<file path="src/rtl/cla_seq_adder_ctrl.sv">
// Sequential wide adder that reuses one 4-bit carry-lookahead slice.
// Operands are processed one nibble per cycle, LSB first, with the slice carry-out registered between nibbles.
module cla_seq_adder_ctrl #(
  parameter int WIDTH = 32
) (
  input  logic             clk,
  input  logic             rst_n,
  input  logic             in_valid,
  output logic             in_ready,
  input  logic [WIDTH-1:0] a,
  input  logic [WIDTH-1:0] b,
  input  logic             cin,
  output logic             out_valid,
  input  logic             out_ready,
  output logic [WIDTH-1:0] sum,
  output logic             cout,
  output logic             overflow,
  output logic             busy
);

  localparam int NCHUNK = WIDTH / 4;
  localparam int IDX_W  = (NCHUNK > 1) ? $clog2(NCHUNK) : 1;
  localparam int SEL_W  = (WIDTH > 4) ? $clog2(WIDTH) : 2;

  localparam logic [1:0] S_IDLE = 2'd0;
  localparam logic [1:0] S_RUN  = 2'd1;
  localparam logic [1:0] S_DONE = 2'd2;

  // Returns {c3, c2, s[3:0]}; c2 is kept so the top slice can flag signed overflow.
  function automatic logic [5:0] cla4(input logic [3:0] x, input logic [3:0] y,
                                      input logic ci);
    logic [3:0] p, g, c, s;
    p    = x ^ y;
    g    = x & y;
    c[0] = g[0] | (p[0] & ci);
    c[1] = g[1] | (p[1] & g[0]) | (p[1] & p[0] & ci);
    c[2] = g[2] | (p[2] & g[1]) | (p[2] & p[1] & g[0]) | (p[2] & p[1] & p[0] & ci);
    c[3] = g[3] | (p[3] & g[2]) | (p[3] & p[2] & g[1]) | (p[3] & p[2] & p[1] & g[0])
         | (p[3] & p[2] & p[1] & p[0] & ci);
    s    = p ^ {c[2:0], ci};
    return {c[3], c[2], s};
  endfunction

  logic [1:0]       state_q, state_d;
  logic [WIDTH-1:0] a_q, a_d, b_q, b_d, wsum_q, wsum_d;
  logic             carry_q, carry_d;
  logic [IDX_W-1:0] idx_q, idx_d;
  logic [WIDTH-1:0] sum_q, sum_d;
  logic             cout_q, cout_d, ovf_q, ovf_d;

  logic [SEL_W-1:0] base;
  logic [5:0]       slice;
  logic             last;

  assign base  = SEL_W'({idx_q, 2'b00});
  assign slice = cla4(a_q[base +: 4], b_q[base +: 4], carry_q);
  assign last  = (idx_q == IDX_W'(NCHUNK - 1));

  always_comb begin
    state_d = state_q;
    a_d     = a_q;
    b_d     = b_q;
    wsum_d  = wsum_q;
    carry_d = carry_q;
    idx_d   = idx_q;
    sum_d   = sum_q;
    cout_d  = cout_q;
    ovf_d   = ovf_q;
    case (state_q)
      S_IDLE: begin
        if (in_valid) begin
          a_d     = a;
          b_d     = b;
          carry_d = cin;
          idx_d   = '0;
          state_d = S_RUN;
        end
      end
      S_RUN: begin
        wsum_d[base +: 4] = slice[3:0];
        carry_d           = slice[5];
        idx_d             = idx_q + IDX_W'(1);
        // Published outputs move only on the final nibble, so they hold across the next request.
        if (last) begin
          state_d = S_DONE;
          sum_d   = wsum_d;
          cout_d  = slice[5];
          ovf_d   = slice[5] ^ slice[4];
        end
      end
      S_DONE: begin
        if (out_ready) state_d = S_IDLE;
      end
      default: state_d = S_IDLE;
    endcase
  end

  always_ff @(posedge clk) begin
    if (!rst_n) begin
      state_q <= S_IDLE;
      a_q     <= '0;
      b_q     <= '0;
      wsum_q  <= '0;
      carry_q <= 1'b0;
      idx_q   <= '0;
      sum_q   <= '0;
      cout_q  <= 1'b0;
      ovf_q   <= 1'b0;
    end else begin
      state_q <= state_d;
      a_q     <= a_d;
      b_q     <= b_d;
      wsum_q  <= wsum_d;
      carry_q <= carry_d;
      idx_q   <= idx_d;
      sum_q   <= sum_d;
      cout_q  <= cout_d;
      ovf_q   <= ovf_d;
    end
  end

  assign in_ready  = (state_q == S_IDLE);
  assign out_valid = (state_q == S_DONE);
  assign busy      = (state_q != S_IDLE);
  assign sum       = sum_q;
  assign cout      = cout_q;
  assign overflow  = ovf_q;

endmodule

</file>
<file path="config.mk">
export PLATFORM = sky130hd
export DESIGN_NAME = cla_seq_adder_ctrl
export DESIGN_NICKNAME = d
export VERILOG_FILES = /design/src/rtl/cla_seq_adder_ctrl.sv
export SDC_FILE = /design/constraint.sdc
export NUM_CORES = 1
export LEC_CHECK = 0
export CORE_UTILIZATION = 45
export CTS_CLUSTER_DIAMETER = 80
export DETAILED_ROUTE_END_ITERATION = 8
export PLACE_DENSITY_LB_ADDON = 0.05
export SLEW_MARGIN = 10
export SYNTH_ARGS = -nofsm -noshare
export SYNTH_HDL_FRONTEND = slang
export SYNTH_SLANG_ARGS = --single-unit
</file>
<file path="constraint.sdc">
create_clock -name clk -period 3.9 [get_ports clk]
set_input_delay 0.585 -clock clk [delete_from_list [all_inputs] [get_ports clk]]
set_output_delay 0.585 -clock clk [all_outputs]
set_load 0.005 [all_outputs]
</file>
==> results_dict.tcl <==
set metrics [dict create \
    r2r_setup_slack_ns 0.69 \
    io_pins 106 \
    start_kind "flip-flop" \
    worstPathMaxFanout 12 \
    hp-start "b_q[31]" \
    ctsHoldBuffers 0 \
    vdd_drop_max_mv 0.329 \
    setup_violations 0 \
    grt_pass1_vias 5084 \
    hpwl_mm 10.3 \
    final_common_cell "nand2_1" \
    yosys.area.top_type "dfxtp_1" \
    hold_path.class "reg -> reg" \
    cts_tree "done" \
    clock_latency_ns 0.42 \
    clkTransAtPathRegs_ns 0.05 \
    cts.sinks 136 \
    grt_pass1_wl_mm 25.2 \
    p_leak_uw 0.00296 \
    power.density_nw_per_um2 426 \
    synth_top_family_by_area "simple AND/OR/NAND/NOR gates" \
    wirelength_mm 15.2 \
    yosys_warnings 0 \
    route.detailed.drc 0 \
    detail-route-antenna-nets 0 \
    die_height_microns 119 \
    initial_utilization_pct 46.3 \
    synth_xor_xnor_area_share_pct 0.877 \
    globalplace.congestion 0.782 \
    synth_area_leaders "dfxtp_1, nand2_1, a21oi_1" \
    dieArea_sq_um 14100 \
    holdPathEnd "b_q[31]" \
    syn_area_sq_um 6130 \
    finalCriticalPeriod_ns 3.21 \
    synthAdderAreaFrac_pct 2.77 \
    worst-path-buf-inv 1 \
    r2r_end "wsum_q[21]" \
    dp_cells 956 \
    final_layout_size_suffix_gt1_share_pct 9.15 \
    critPathKind "reg -> reg" \
    gr-total-overflow 0 \
    drv_slew 0 \
    cts_made_buffers 17 \
    synth_cell_types 49 \
    finalHoldViolations 0 \
    ys_ff_latch 136 \
    crit_family "XOR/XNOR gates" \
    nNetsFinal 881 \
    worst_path_largest_cell_delay_ns 0.67 \
    die_x_microns 119 \
    max_freq_ghz 0.312 \
    r2r_cells 9 \
    synth.area.mux_share_pct 9.79 \
    cp_cell_sequence "buf_4, mux4_2, nand2_1, nand2_1, fa_1, xnor2_1, nor2_1, mux2i_1, nor2_1" \
    finalSetupTns_ns 0 \
    cts-root-buf "clkbuf_16" \
    synth_edf_count 0 \
    core_region_area_sq_um 13200 \
    fp-row-count 42 \
    final_cell_mix "nand2_1, dfxtp_1, clkdlybuf4s50_1" \
    synth_top_cell_area_share_pct 44.4 \
    synth_fp_nets 802 \
    syn_avg_cell_area_sq_um 8.52 \
    min_period_over_period_pct 82.2 \
    synth_compound_area_share_pct 17.1 \
    worstMarginPinSlew_ns 1.07 \
    synthSimpleGateAreaFrac_pct 20.4 \
    wl_per_cell_microns 15.4 \
    vias 5244 \
    cp.required_ns 4.17 \
    critPathArrivalTime_ns 3.47 \
    antenna_found_initial 0 \
    ys_async_sr_fraction_pct 0 \
    yosysSeqAreaShare_pct 44.4 \
    final_cells 985 \
    hold_depth 2 \
    critPathSlowestCell "xnor2_1" \
    clockBufferDepth 2 \
    synth_ff_type "dfxtp_1" \
    grt_max_degree 70 \
    drtIter0Drc 321 \
    fin_skew_ns 0.00889 \
    cp-end-kind "flip-flop" \
    outcome "complete, no violations" \
    cts_resized 0 \
    io_buffers 105 \
    area_delta_synth_final_pct 26.3 \
    postCtsSetupBuffers 0 \
    htree_levels 4 \
    drt_pre_antenna_iters 4 \
    drv_cap 0 \
    syn_inst 720 \
    diodes 0 \
    grtUsageTotal_pct 22.8 \
    slew_headroom_pct 28.6 \
    r2r-start "idx_q[1]" \
    rsz0062_at_grt "no" \
    viasPerCell 5.32 \
]
-- per-stage QoR --
stage	hold slack [ns]	total power, uW	util, %	area [sq um]	setup slack, ns
6_report	0.451	3300	58.5	7750	0.694
3_3_place_gp	0.443	1900	54.6	7230	0.789
4_1_cts	0.455	3320	58.5	7740	0.718
5_1_grt	0.476	3440	58.5	7750	0.436
3_5_place_dp	0.447	1910	54.6	7230	0.723
2_1_floorplan	0.433	1760	-	6130	1.06
-- kinds of logic (layout without fill, tap and decap cells) --
kind of cell,count (synthesis),after routing
XOR/XNOR,4,4
multiplexers,40,40
AND/OR/NAND/NOR,286,286
buffers and inverters,62,151
AO/OA/AOI/OAI,179,179
adder cells (fa/ha/maj),13,13
flip-flops,136,136
-- routing by layer --
metal / vias up / share of wire (%) / global-route usage, %
met3: 15 / 5.4 / 5.60
met4: 0 / 1.1 / 6.65
met2: 138 / 45 / 35.5
li1: 2621 / - / -
met1: 2470 / 48 / 31.3
met5: - / 0 / 0
-- area by class of cell --
cell class                      instances  area [sq um]
Clock inverter                          5          50.0
Timing Repair Buffer                  114          1130
Sequential cell                       136          2720
Fill cell                            1242          5500
Tap cell                              176           220
Multi-Input combinational cell        522          3140
Clock buffer                           24           462
Inverter                                8          30.0
-- cells in the mapped netlist, types with 2 or more instances --
master	number
nand2_1	199
dfxtp_1	136
a21oi_1	93
o21ai_0	38
nor2_1	36
clkbuf_1	27
mux2i_1	24
buf_2	20
a21boi_0	16
mux4_2	16
ha_1	12
nand3_1	11
a31oi_1	10
and2_1	7
inv_1	6
nor3_1	6
o22ai_1	6
a221oi_2	4
nor2_2	4
nor2b_1	4
and3_1	3
buf_6	3
nand2b_1	3
nand3b_4	3
a211oi_1	2
a221oi_1	2
a22oi_1	2
buf_1	2
nand3_2	2
o211ai_1	2
or3_1	2
xnor2_1	2
-- worst max-delay path by stage --
stage | from | cells after the start | to
floorplan | idx_q[0] | 11 | sum[26]
global placement | idx_q[0] | 9 | wsum_q[13]
detailed placement | idx_q[1] | 9 | wsum_q[13]
CTS | idx_q[1] | 9 | wsum_q[13]
global route | idx_q[0] | 9 | sum[29]
finish | idx_q[1] | 9 | wsum_q[21]
-- power by group --
part | switching, uW | leakage, uW | total, uW | internal (uW)
combinational | 225 | 0.00160 | 401 | 176
sequential | 33.4 | 0.00111 | 1480 | 1440
clock | 547 | 0.000254 | 1420 | 876
total | 806 | 0.00296 | 3300 | 2500
-- worst min-delay path, delay by kind of cell, from the launching register on --
| kind | cells | cell delay, ns |
|---|---|---|
| flops | 1 | 0.30 |
| simple gates | 1 | 0.05 |
| compound gates | 1 | 0.05 |
-- state kept, by name, summed over array words and instances, names as in the netlist --
| name | flops |
|---|---|
| sum | 32 |
| a_q | 32 |
| cout | 1 |
| overflow | 1 |
| wsum_q | 32 |
| state_q | 2 |
| b_q | 32 |
| idx_q | 3 |
| carry_q | 1 |
Power figures use the tool's default switching activity.
